$ cat src/rtl/obi_arb_pkg.sv
// Shared types for the instruction/data OBI arbiter: requester identity and lock state.
package obi_arb_pkg;

  typedef enum logic {OWNER_INSTR = 1'b0, OWNER_DATA = 1'b1} owner_e;

  typedef enum logic {ARB_UNLOCKED = 1'b0, ARB_LOCKED = 1'b1} arb_state_e;

endpackage

$ cat src/rtl/obi_owner_fifo.sv
// In-order FIFO of 1-bit owner tags, one entry per in-flight downstream transaction.
module obi_owner_fifo
  import obi_arb_pkg::*;
#(
  parameter int unsigned  DEPTH = 2,
  localparam int unsigned CW    = $clog2(DEPTH + 1)
) (
  input  logic          clk_i,
  input  logic          reset,
  input  logic          push_i,
  input  owner_e        push_owner_i,
  input  logic          pop_i,
  output logic          full_o,
  output logic          empty_o,
  output logic [CW-1:0] count_o,
  output owner_e        head_o
);

  localparam int unsigned    PW       = (DEPTH > 1) ? $clog2(DEPTH) : 1;
  localparam logic [PW-1:0]  LAST_IDX = PW'(DEPTH - 1);

  logic          tag_q [DEPTH];
  logic [PW-1:0] wptr_q, wptr_d;
  logic [PW-1:0] rptr_q, rptr_d;
  logic [CW-1:0] count_q, count_d;
  logic          do_push, do_pop;

  assign full_o  = (count_q == CW'(DEPTH));
  assign empty_o = (count_q == '0);
  assign count_o = count_q;
  assign head_o  = owner_e'(tag_q[rptr_q]);

  assign do_push = push_i && !full_o;
  assign do_pop  = pop_i && !empty_o;

  // Explicit wrap compare keeps non-power-of-two depths correct.
  always_comb begin
    wptr_d  = wptr_q;
    rptr_d  = rptr_q;
    count_d = count_q;
    if (do_push) wptr_d = (wptr_q == LAST_IDX) ? '0 : wptr_q + PW'(1);
    if (do_pop)  rptr_d = (rptr_q == LAST_IDX) ? '0 : rptr_q + PW'(1);
    if (do_push && !do_pop)      count_d = count_q + CW'(1);
    else if (do_pop && !do_push) count_d = count_q - CW'(1);
  end

  always_ff @(posedge clk_i or posedge reset) begin
    if (reset) begin
      wptr_q  <= '0;
      rptr_q  <= '0;
      count_q <= '0;
    end else begin
      wptr_q  <= wptr_d;
      rptr_q  <= rptr_d;
      count_q <= count_d;
    end
  end

  always_ff @(posedge clk_i) begin
    if (do_push) tag_q[wptr_q] <= push_owner_i;
  end

endmodule

$ cat src/rtl/obi_instr_data_arbiter.sv
// Shares one downstream OBI port between fetch and data requesters: round-robin with a
// hold-until-granted lock, and in-order steering of responses back to the issuing side.
module obi_instr_data_arbiter
  import obi_arb_pkg::*;
#(
  parameter int unsigned  MAX_OUTSTANDING = 2,
  parameter int unsigned  AW              = 32,
  parameter int unsigned  DW              = 32,
  localparam int unsigned CW              = $clog2(MAX_OUTSTANDING + 1)
) (
  input  logic            clk_i,
  input  logic            reset,
  input  logic            instr_req_i,
  output logic            instr_gnt_o,
  input  logic [AW-1:0]   instr_addr_i,
  output logic            instr_rvalid_o,
  output logic [DW-1:0]   instr_rdata_o,
  output logic            instr_err_o,
  input  logic            data_req_i,
  output logic            data_gnt_o,
  input  logic            data_we_i,
  input  logic [DW/8-1:0] data_be_i,
  input  logic [AW-1:0]   data_addr_i,
  input  logic [DW-1:0]   data_wdata_i,
  output logic            data_rvalid_o,
  output logic [DW-1:0]   data_rdata_o,
  output logic            data_err_o,
  output logic            mem_req_o,
  input  logic            mem_gnt_i,
  output logic [AW-1:0]   mem_addr_o,
  output logic            mem_we_o,
  output logic [DW/8-1:0] mem_be_o,
  output logic [DW-1:0]   mem_wdata_o,
  input  logic            mem_rvalid_i,
  input  logic [DW-1:0]   mem_rdata_i,
  input  logic            mem_err_i,
  output logic [CW-1:0]   outstanding_o,
  output logic            proto_err_o
);

  arb_state_e state_q, state_d;
  owner_e     locked_owner_q, locked_owner_d;
  owner_e     last_owner_q, last_owner_d;
  logic       proto_err_q, proto_err_d;
  owner_e     owner, head;
  logic       owner_req, fifo_full, fifo_empty, push, pop;

  always_comb begin
    if (state_q == ARB_LOCKED)           owner = locked_owner_q;
    else if (instr_req_i && !data_req_i) owner = OWNER_INSTR;
    else if (data_req_i && !instr_req_i) owner = OWNER_DATA;
    else owner = (last_owner_q == OWNER_INSTR) ? OWNER_DATA : OWNER_INSTR;
  end

  assign owner_req = (owner == OWNER_DATA) ? data_req_i : instr_req_i;
  assign mem_req_o = owner_req && !fifo_full && !reset;

  always_comb begin
    mem_addr_o  = '0;
    mem_we_o    = 1'b0;
    mem_be_o    = '0;
    mem_wdata_o = '0;
    if (!reset) begin
      if (owner == OWNER_DATA) begin
        mem_addr_o  = data_addr_i;
        mem_we_o    = data_we_i;
        mem_be_o    = data_be_i;
        mem_wdata_o = data_wdata_i;
      end else begin
        mem_addr_o  = instr_addr_i;
        mem_be_o    = '1;
      end
    end
  end

  assign push        = mem_req_o && mem_gnt_i;
  assign instr_gnt_o = push && (owner == OWNER_INSTR);
  assign data_gnt_o  = push && (owner == OWNER_DATA);

  // A response with nothing in flight is dropped and flagged rather than popped.
  assign pop            = mem_rvalid_i && !fifo_empty;
  assign instr_rvalid_o = pop && (head == OWNER_INSTR);
  assign data_rvalid_o  = pop && (head == OWNER_DATA);
  assign instr_err_o    = instr_rvalid_o && mem_err_i;
  assign data_err_o     = data_rvalid_o && mem_err_i;
  assign instr_rdata_o  = reset ? '0 : mem_rdata_i;
  assign data_rdata_o   = reset ? '0 : mem_rdata_i;
  assign proto_err_o    = proto_err_q;

  always_comb begin
    state_d        = state_q;
    locked_owner_d = locked_owner_q;
    last_owner_d   = push ? owner : last_owner_q;
    proto_err_d    = proto_err_q || (mem_rvalid_i && fifo_empty);
    case (state_q)
      ARB_UNLOCKED: begin
        if (mem_req_o && !mem_gnt_i) begin
          state_d        = ARB_LOCKED;
          locked_owner_d = owner;
        end
      end
      ARB_LOCKED: begin
        if (push) state_d = ARB_UNLOCKED;
      end
      default: state_d = ARB_UNLOCKED;
    endcase
  end

  always_ff @(posedge clk_i or posedge reset) begin
    if (reset) begin
      state_q        <= ARB_UNLOCKED;
      locked_owner_q <= OWNER_INSTR;
      last_owner_q   <= OWNER_INSTR;
      proto_err_q    <= 1'b0;
    end else begin
      state_q        <= state_d;
      locked_owner_q <= locked_owner_d;
      last_owner_q   <= last_owner_d;
      proto_err_q    <= proto_err_d;
    end
  end

  obi_owner_fifo #(
    .DEPTH(MAX_OUTSTANDING)
  ) u_owner_fifo (
    .clk_i       (clk_i),
    .reset       (reset),
    .push_i      (push),
    .push_owner_i(owner),
    .pop_i       (pop),
    .full_o      (fifo_full),
    .empty_o     (fifo_empty),
    .count_o     (outstanding_o),
    .head_o      (head)
  );

endmodule

$ cat config.mk
export PLATFORM = sky130hd
export DESIGN_NAME = obi_instr_data_arbiter
export DESIGN_NICKNAME = d
export VERILOG_FILES = /design/src/rtl/obi_arb_pkg.sv /design/src/rtl/obi_owner_fifo.sv /design/src/rtl/obi_instr_data_arbiter.sv
export SDC_FILE = /design/constraint.sdc
export NUM_CORES = 1
export LEC_CHECK = 0
export CAP_MARGIN = 20
export CORE_AREA = 8 8 104 106
export CTS_CLUSTER_DIAMETER = 60
export DETAILED_ROUTE_END_ITERATION = 8
export DIE_AREA = 0 0 112 114
export DONT_BUFFER_PORTS = 1
export PLACE_DENSITY = 0.45
export SLEW_MARGIN = 20
export SYNTH_ARGS = -nofsm -noshare
export SYNTH_HDL_FRONTEND = slang
export SYNTH_SLANG_ARGS = --single-unit
export TNS_END_PERCENT = 10
$ cat constraint.sdc
create_clock -name clk_i -period 1.6 [get_ports clk_i]
set_input_delay 0.32 -clock clk_i [delete_from_list [all_inputs] [get_ports clk_i]]
set_output_delay 0.32 -clock clk_i [all_outputs]
set_load 0.01 [all_outputs]
# Yosys cells after proc, flatten, opt, wreduce, memory -nomap -nowiden
# Memory sizes are Yosys's and may differ from the RTL's.
# Cells that the tools add are included.
# Widths: inputs -> output; s select.
[totals] reg_bits=8 latch_bits=0 ram_bits=2 mem_bits_ro=0 output_inout_bits=143 word_cells=69 n_memories=1
[classes] n_addsub=4 mul=0 n_div=0 magnitude_cmp=0 n_eq_ne=1 shifts=0 mux=23 bitwise_logic=3 n_reduce_logical=30
[mem_list] memory="u_owner_fifo.tag_q" depth=2 width=1 read_ports=1 rd_clocked_by_memory_dff=0 wr=1 line_no="obi_owner_fifo.sv:22" text="logic tag_q [DEPTH];"
[op_table] operator="$mux 32" n=5
[op_table] operator="$logic_and 1x1->1" n=18
[op_table] operator="$mux 1" n=13
[op_table] operator="$logic_not 1->1" n=8
[op_table] operator="$mux 4" n=2
[op_table] operator="$mux 2" n=2
[op_table] operator="$not 1->1" n=3
[op_table] operator="$add 1x1->1 const B" n=2
[op_table] operator="$add 2x1->2 const B" n=1
[op_table] operator="$eq 2x2->1 const B" n=1
[op_table] operator="$logic_not 2->1" n=1
[op_table] operator="$pmux 1 s2" n=1
[op_table] operator="$reduce_and 2->1" n=1
[op_table] operator="$reduce_bool 2->1" n=1
[op_table] operator="$sub 2x1->2 const B" n=1
[op_table] operator="$logic_or 1x1->1" n=1

# Longest topological paths before layout
[depth] word_depth=14 mapped_depth=8

# By module
# A second synthesis with hierarchy kept.
[unflattened] cells_unflattened=278 area_unflattened_um2=1896.8
[by_module_without_submodules] mod="obi_instr_data_arbiter" instances=1 cells_each=255 area_each_um2=1625.3 seq_area_each_um2=100.1
[by_module_without_submodules] mod="obi_owner_fifo" instances=1 cells_each=23 area_each_um2=271.5 seq_area_each_um2=160.2

# Worst setup path before layout
# Ideal clock, no wire load.
[synth_timing] path_kind="reg-to-reg" from="register locked_owner_q" to="register u_owner_fifo.count_q[1], in the netlist u_owner_fifo.count_o[1]" arrival_time_ns=1.585 required_time_ns=1.521 slack_ns=-0.064 stages_incl_launch_ff=9 n_path_buf=1 synth_period_minus_slack_ns=1.664 cell_sequence="dfrtp_1 -> nand2b_1 -> buf_2 -> a21oi_1 -> and4b_1 -> ha_1 -> xor2_1 -> nor2_1 -> xor2_1"
[synth_between] elab_chain_len=9
[synth_rtl] element="start, declared" line_no="obi_instr_data_arbiter.sv:42" text="owner_e locked_owner_q, locked_owner_d;"
[synth_rtl] element="start signal, assigned" line_no="obi_instr_data_arbiter.sv:117" text="locked_owner_q <= locked_owner_d;"
[synth_rtl] element="$mux 1 (*)" line_no="obi_instr_data_arbiter.sv:49" text="if (state_q == ARB_LOCKED) owner = locked_owner_q;"
[synth_rtl] element="$mux 1 (*)" line_no="obi_instr_data_arbiter.sv:55" text="assign owner_req = (owner == OWNER_DATA) ? data_req_i : instr_req_i;"
[synth_rtl] element="$logic_and 1x1->1 (*) (2 in a row)" line_no="obi_instr_data_arbiter.sv:56" text="assign mem_req_o = owner_req && !fifo_full && !reset;"
[synth_rtl] element="$logic_and 1x1->1 (*)" line_no="obi_instr_data_arbiter.sv:76" text="assign push = mem_req_o && mem_gnt_i;"
[synth_rtl] element="$logic_and 1x1->1 (*)" line_no="obi_owner_fifo.sv:33" text="assign do_push = push_i && !full_o;"
[synth_rtl] element="$logic_not 1->1" line_no="obi_owner_fifo.sv:44" text="else if (do_pop && !do_push) count_d = count_q - CW'(1);"
[synth_rtl] element="$logic_and 1x1->1" line_no="obi_owner_fifo.sv:44"
[synth_rtl] element="$reduce_bool 2->1 (no line)"
[synth_rtl] element="end signal, assigned" line_no="obi_owner_fifo.sv:55" text="count_q <= count_d;"
[synth_rtl] element="end, declared" line_no="obi_owner_fifo.sv:25" text="logic [CW-1:0] count_q, count_d;"
# Every way passes the cells marked *; elsewhere a longest branch is shown, timed or not.
# A chain may end at the register's enable or synchronous reset.

# Worst setup path in the final report
[layout_timing] from="register last_owner_q" to="output mem_addr_o[29]"
[layout_between] elab_chain_len=6
[layout_rtl] element="start, declared" line_no="obi_instr_data_arbiter.sv:43" text="owner_e last_owner_q, last_owner_d;"
[layout_rtl] element="start signal, assigned" line_no="obi_instr_data_arbiter.sv:118" text="last_owner_q <= last_owner_d;"
[layout_rtl] element="$mux 1" line_no="obi_instr_data_arbiter.sv:52" text="else owner = (last_owner_q == OWNER_INSTR) ? OWNER_DATA : OWNER_INSTR;"
[layout_rtl] element="$mux 1" line_no="obi_instr_data_arbiter.sv:51" text="else if (data_req_i && !instr_req_i) owner = OWNER_DATA;"
[layout_rtl] element="$mux 1" line_no="obi_instr_data_arbiter.sv:50" text="else if (instr_req_i && !data_req_i) owner = OWNER_INSTR;"
[layout_rtl] element="$mux 1" line_no="obi_instr_data_arbiter.sv:49"
[layout_rtl] element="$mux 32" line_no="obi_instr_data_arbiter.sv:64" text="if (owner == OWNER_DATA) begin"
[layout_rtl] element="$mux 32" line_no="obi_instr_data_arbiter.sv:63" text="if (!reset) begin"
[layout_rtl] element="end, declared" line_no="obi_instr_data_arbiter.sv:30" text="output logic [AW-1:0] mem_addr_o,"
# Every way passes these cells.

==> summary.md <==
| Metric | Value |
|---|---|
| CP Capture Type | output port |
| # DRC | 0 |
| Post-synth EDFFs | 2 |
| Area of the die | roughly 0.013 mm2 |
| Synth Flop Type | dfrtp_1 |
| Failing checks | negative setup slack |
| Post-Route WL | about 9000 um |
| Period utilization | 117.1% |
| Die height | roughly 110 um |
| Post-place setup slack | -158.6 ps |
| Post-synthesis sequential area ratio | between 10% and 20% |
| Vias | 1889 |
| Post-synth ARST share | about 80% |
| Kind of critical path | reg -> out |
| Leakage | roughly 0.8 nW |
| Final Worst Setup Slack | -274.3 ps |
| Port Buffers | 0 |
| Starting Density | a little over a fifth |
| Pwr Total | 3.979 mW |
| Most frequent cells in the layout | nor2b_1 (35), a21oi_2 (33), nand3b_1 (33), o21ai_1 (33), and2_4 (22) |
| Status | complete, but fails checks |
| Multi-input logic area | 0.001536 mm2 |
| Worst slew pin tran | between 500 and 600 ps |
| Grt total ovfl | 0 |
| RSZ-0062 raised after global routing | yes |
| Vias in the first global route | approximately 2000 |
| CP Data Required Time | 1280 ps |
| Post-DP Area | between 0.002 and 0.0025 mm2 |
| Htree depth | 1 |
| Final min period | around 1900 ps |
| # fillers | 983 |
| DR vias/cell | roughly 5.2 |
| TritonCTS clock tree | done |
| Clock share of power | roughly 6.5% |
| Synth unique cells | 34 |
| Clk root buf | clkbuf_8 |
| Placeable Area | just over 0.009 mm2 |
| Worst Setup Start Kind | flop |
| Register bit total from synthesis | 10 |
| Routed WL per cell | ~25 um |
| Hpwl dp | ~7500 um |
| Syn_nets | 418 |
| # rows | 35 |
| ANT nets after route | 0 |
| Switch share | 50.42% |
| Hold WC Path Type | in -> async |
| Worst-path clk slew | 50 ps |
| First DRT Iteration DRCs | 79 |
| Max-cap violations | 0 |
| First-pass GRT wire length | roughly 12000 um |
| Area growth, synth to finish | 17.99% |
| Clock sink count | 10 |
| Syn_area_per_cell | about 7 um2 |
| Combinational Power Share | about 82% |
| Synthesized area | around 0.0019 mm2 |
| Share of layout cells above drive strength 1 | between 40% and 50% |
| CP max FO | 31 |
| Layout Nets | between 300 and 400 |
| Io pins | about 280 |
| Register area | approximately 260 um2 |
| Fin area | ~0.0023 mm2 |
| Pin count of the biggest net entering global routing | 70 |
| Sw Pwr | ~2 mW |
| Overall Global Routing Usage | 11.84% |
| DR pass1 iterations | 4 |
| Pint | 1.973 mW |
| Final Hold Fails | 0 |
| Clock skew | between 2 and 2.5 ps |
| FMAX | between 500 and 600 MHz |
| Power density cells | roughly 1700 mW/mm2 |
| # hold bufs at CTS | 0 |
| Worst-Skew Late Latency | about 230 ps |
| Cells after synthesis | between 200 and 300 |
| GPL Wtd Cong | between 0.7 and 0.8 |
| Sequential share of power | a little under an eighth |
| Total CTS buffers | 3 |
| Die W | approximately 110 um |
| CTS max path bufs | 2 |
| Initial antenna violation count | 1 |
| Slew HR | a little over three fifths |
| Final setup viols | roughly 70 |
| Peak supply drop | between 0.5 and 0.6 mV |
| # diodes | 0 |
| Synthesis Warnings | 0 |
| Worst Path Arrival | between 1500 and 2000 ps |
| Max Slew Vio Count | 0 |
| Commonest non-fill, non-tap cell in the layout | nor2b_1 |
## power groups by stage
stage,Sequential (mW),Combinational [mW],Clock [mW]
after floorplan,0.492,2.35,0
after global placement,0.464,2.91,0
after detailed placement,0.466,2.94,0
after CTS,0.469,3.15,0.267
after global routing,0.483,3.49,0.285
final,0.469,3.25,0.260
## final timing paths
kind / from / endpoint / slack [ps] / cells after the start
worst max-delay path: last_owner_q / mem_addr_o[29] / -270 / 6
worst min-delay path: reset / last_owner_q / 110 / 2
worst max register to register: locked_owner_q / u_owner_fifo.count_o[1] / 30 / 6
worst min register to register: u_owner_fifo.wptr_q / u_owner_fifo.wptr_q / 490 / 1
max in group asynchronous: reset / async pin / 1340 / 2
min in group clk_i: mem_gnt_i / flop / 190 / 1
## logic make-up (layout without fill, tap and decap cells)
logic type	count (synthesis)	in the layout	synth area share (%)
buf+inv	62	36	20.12
fa+ha+maj	1	1	0.6446
flops	10	10	13.41
compound gates	76	76	20.76
xor+xnor	5	5	2.257
simple gates	121	121	41.78
mux	2	2	1.032
## sequential cells by signal, indices dropped and copies added (netlist names), named ones only
name,cells
proto_err_o,1
u_owner_fifo.tag_q,2
u_owner_fifo.wptr_q,1
locked_owner_q,1
u_owner_fifo.count_o,2
last_owner_q,1
u_owner_fifo.rptr_q,1
## final cells by class
cell class	count	area share, %
Multi-Input combinational cell	205	67.10
Timing Repair Buffer	27	12.46
Inverter	5	0.9290
Clock inverter	1	0.1639
Sequential cell	10	11.48
Tap cell	111	6.066
Clock buffer	3	1.803
## repair_timing
action	in CTS	in global routing
endpoints found under the setup margin	73	76
endpoints found under the hold margin	0	0
cloned	0	1
setup buffers	0	2
pin swaps	38	14
resized for setup	35	5
## layer usage
| layer | part of all wire [%] | vias to the layer above | global-route usage [%] |
|---|---|---|---|
| met4 | 0.37 | 0 | 0.8094 |
| met1 | 35 | 844 | 11.62 |
| met3 | 8.5 | 4 | 3.117 |
| met5 | 0 | - | 0 |
| li1 | - | 854 | - |
| met2 | 56 | 187 | 24.92 |
## stage by stage
step | std cells | util, % | TNS [ps] | hold WS [ps]
3_3_place_gp | 355 | 22.98 | -4644 | 327.1
4_1_cts | 359 | 24.53 | -14980 | 81.71
2_1_floorplan | 277 | - | -62.13 | 373.4
6_report | 362 | 25.14 | -15010 | 106.1
5_1_grt | 362 | 25.14 | -20400 | 121.6
3_5_place_dp | 355 | 22.98 | -5005 | 329.6
## Yosys cell counts (all sizes together), types with 3 or more instances
| cell | n | share of area (%) |
|---|---|---|
| buf | 44 | 17 |
| nor2b | 36 | 12 |
| a21oi | 34 | 8.8 |
| and2 | 34 | 11 |
| o21ai | 34 | 8.8 |
| nand3b | 33 | 13 |
| clkbuf | 13 | 2.5 |
| dfrtp | 8 | 10 |
| inv | 5 | 0.97 |
| nor2 | 5 | 0.97 |
| o21a | 4 | 1.5 |
| xor2 | 3 | 1.4 |
## worst max-delay path, cell delays in order, from the launching register on
cell,delay (ps)
dfrtp_1,350
inv_2,60
a211oi_4,260
buf_12,180
buf_12,170
o21ai_1,80
a21oi_2,200
Note: power is estimated with default switching activity, not from simulation.
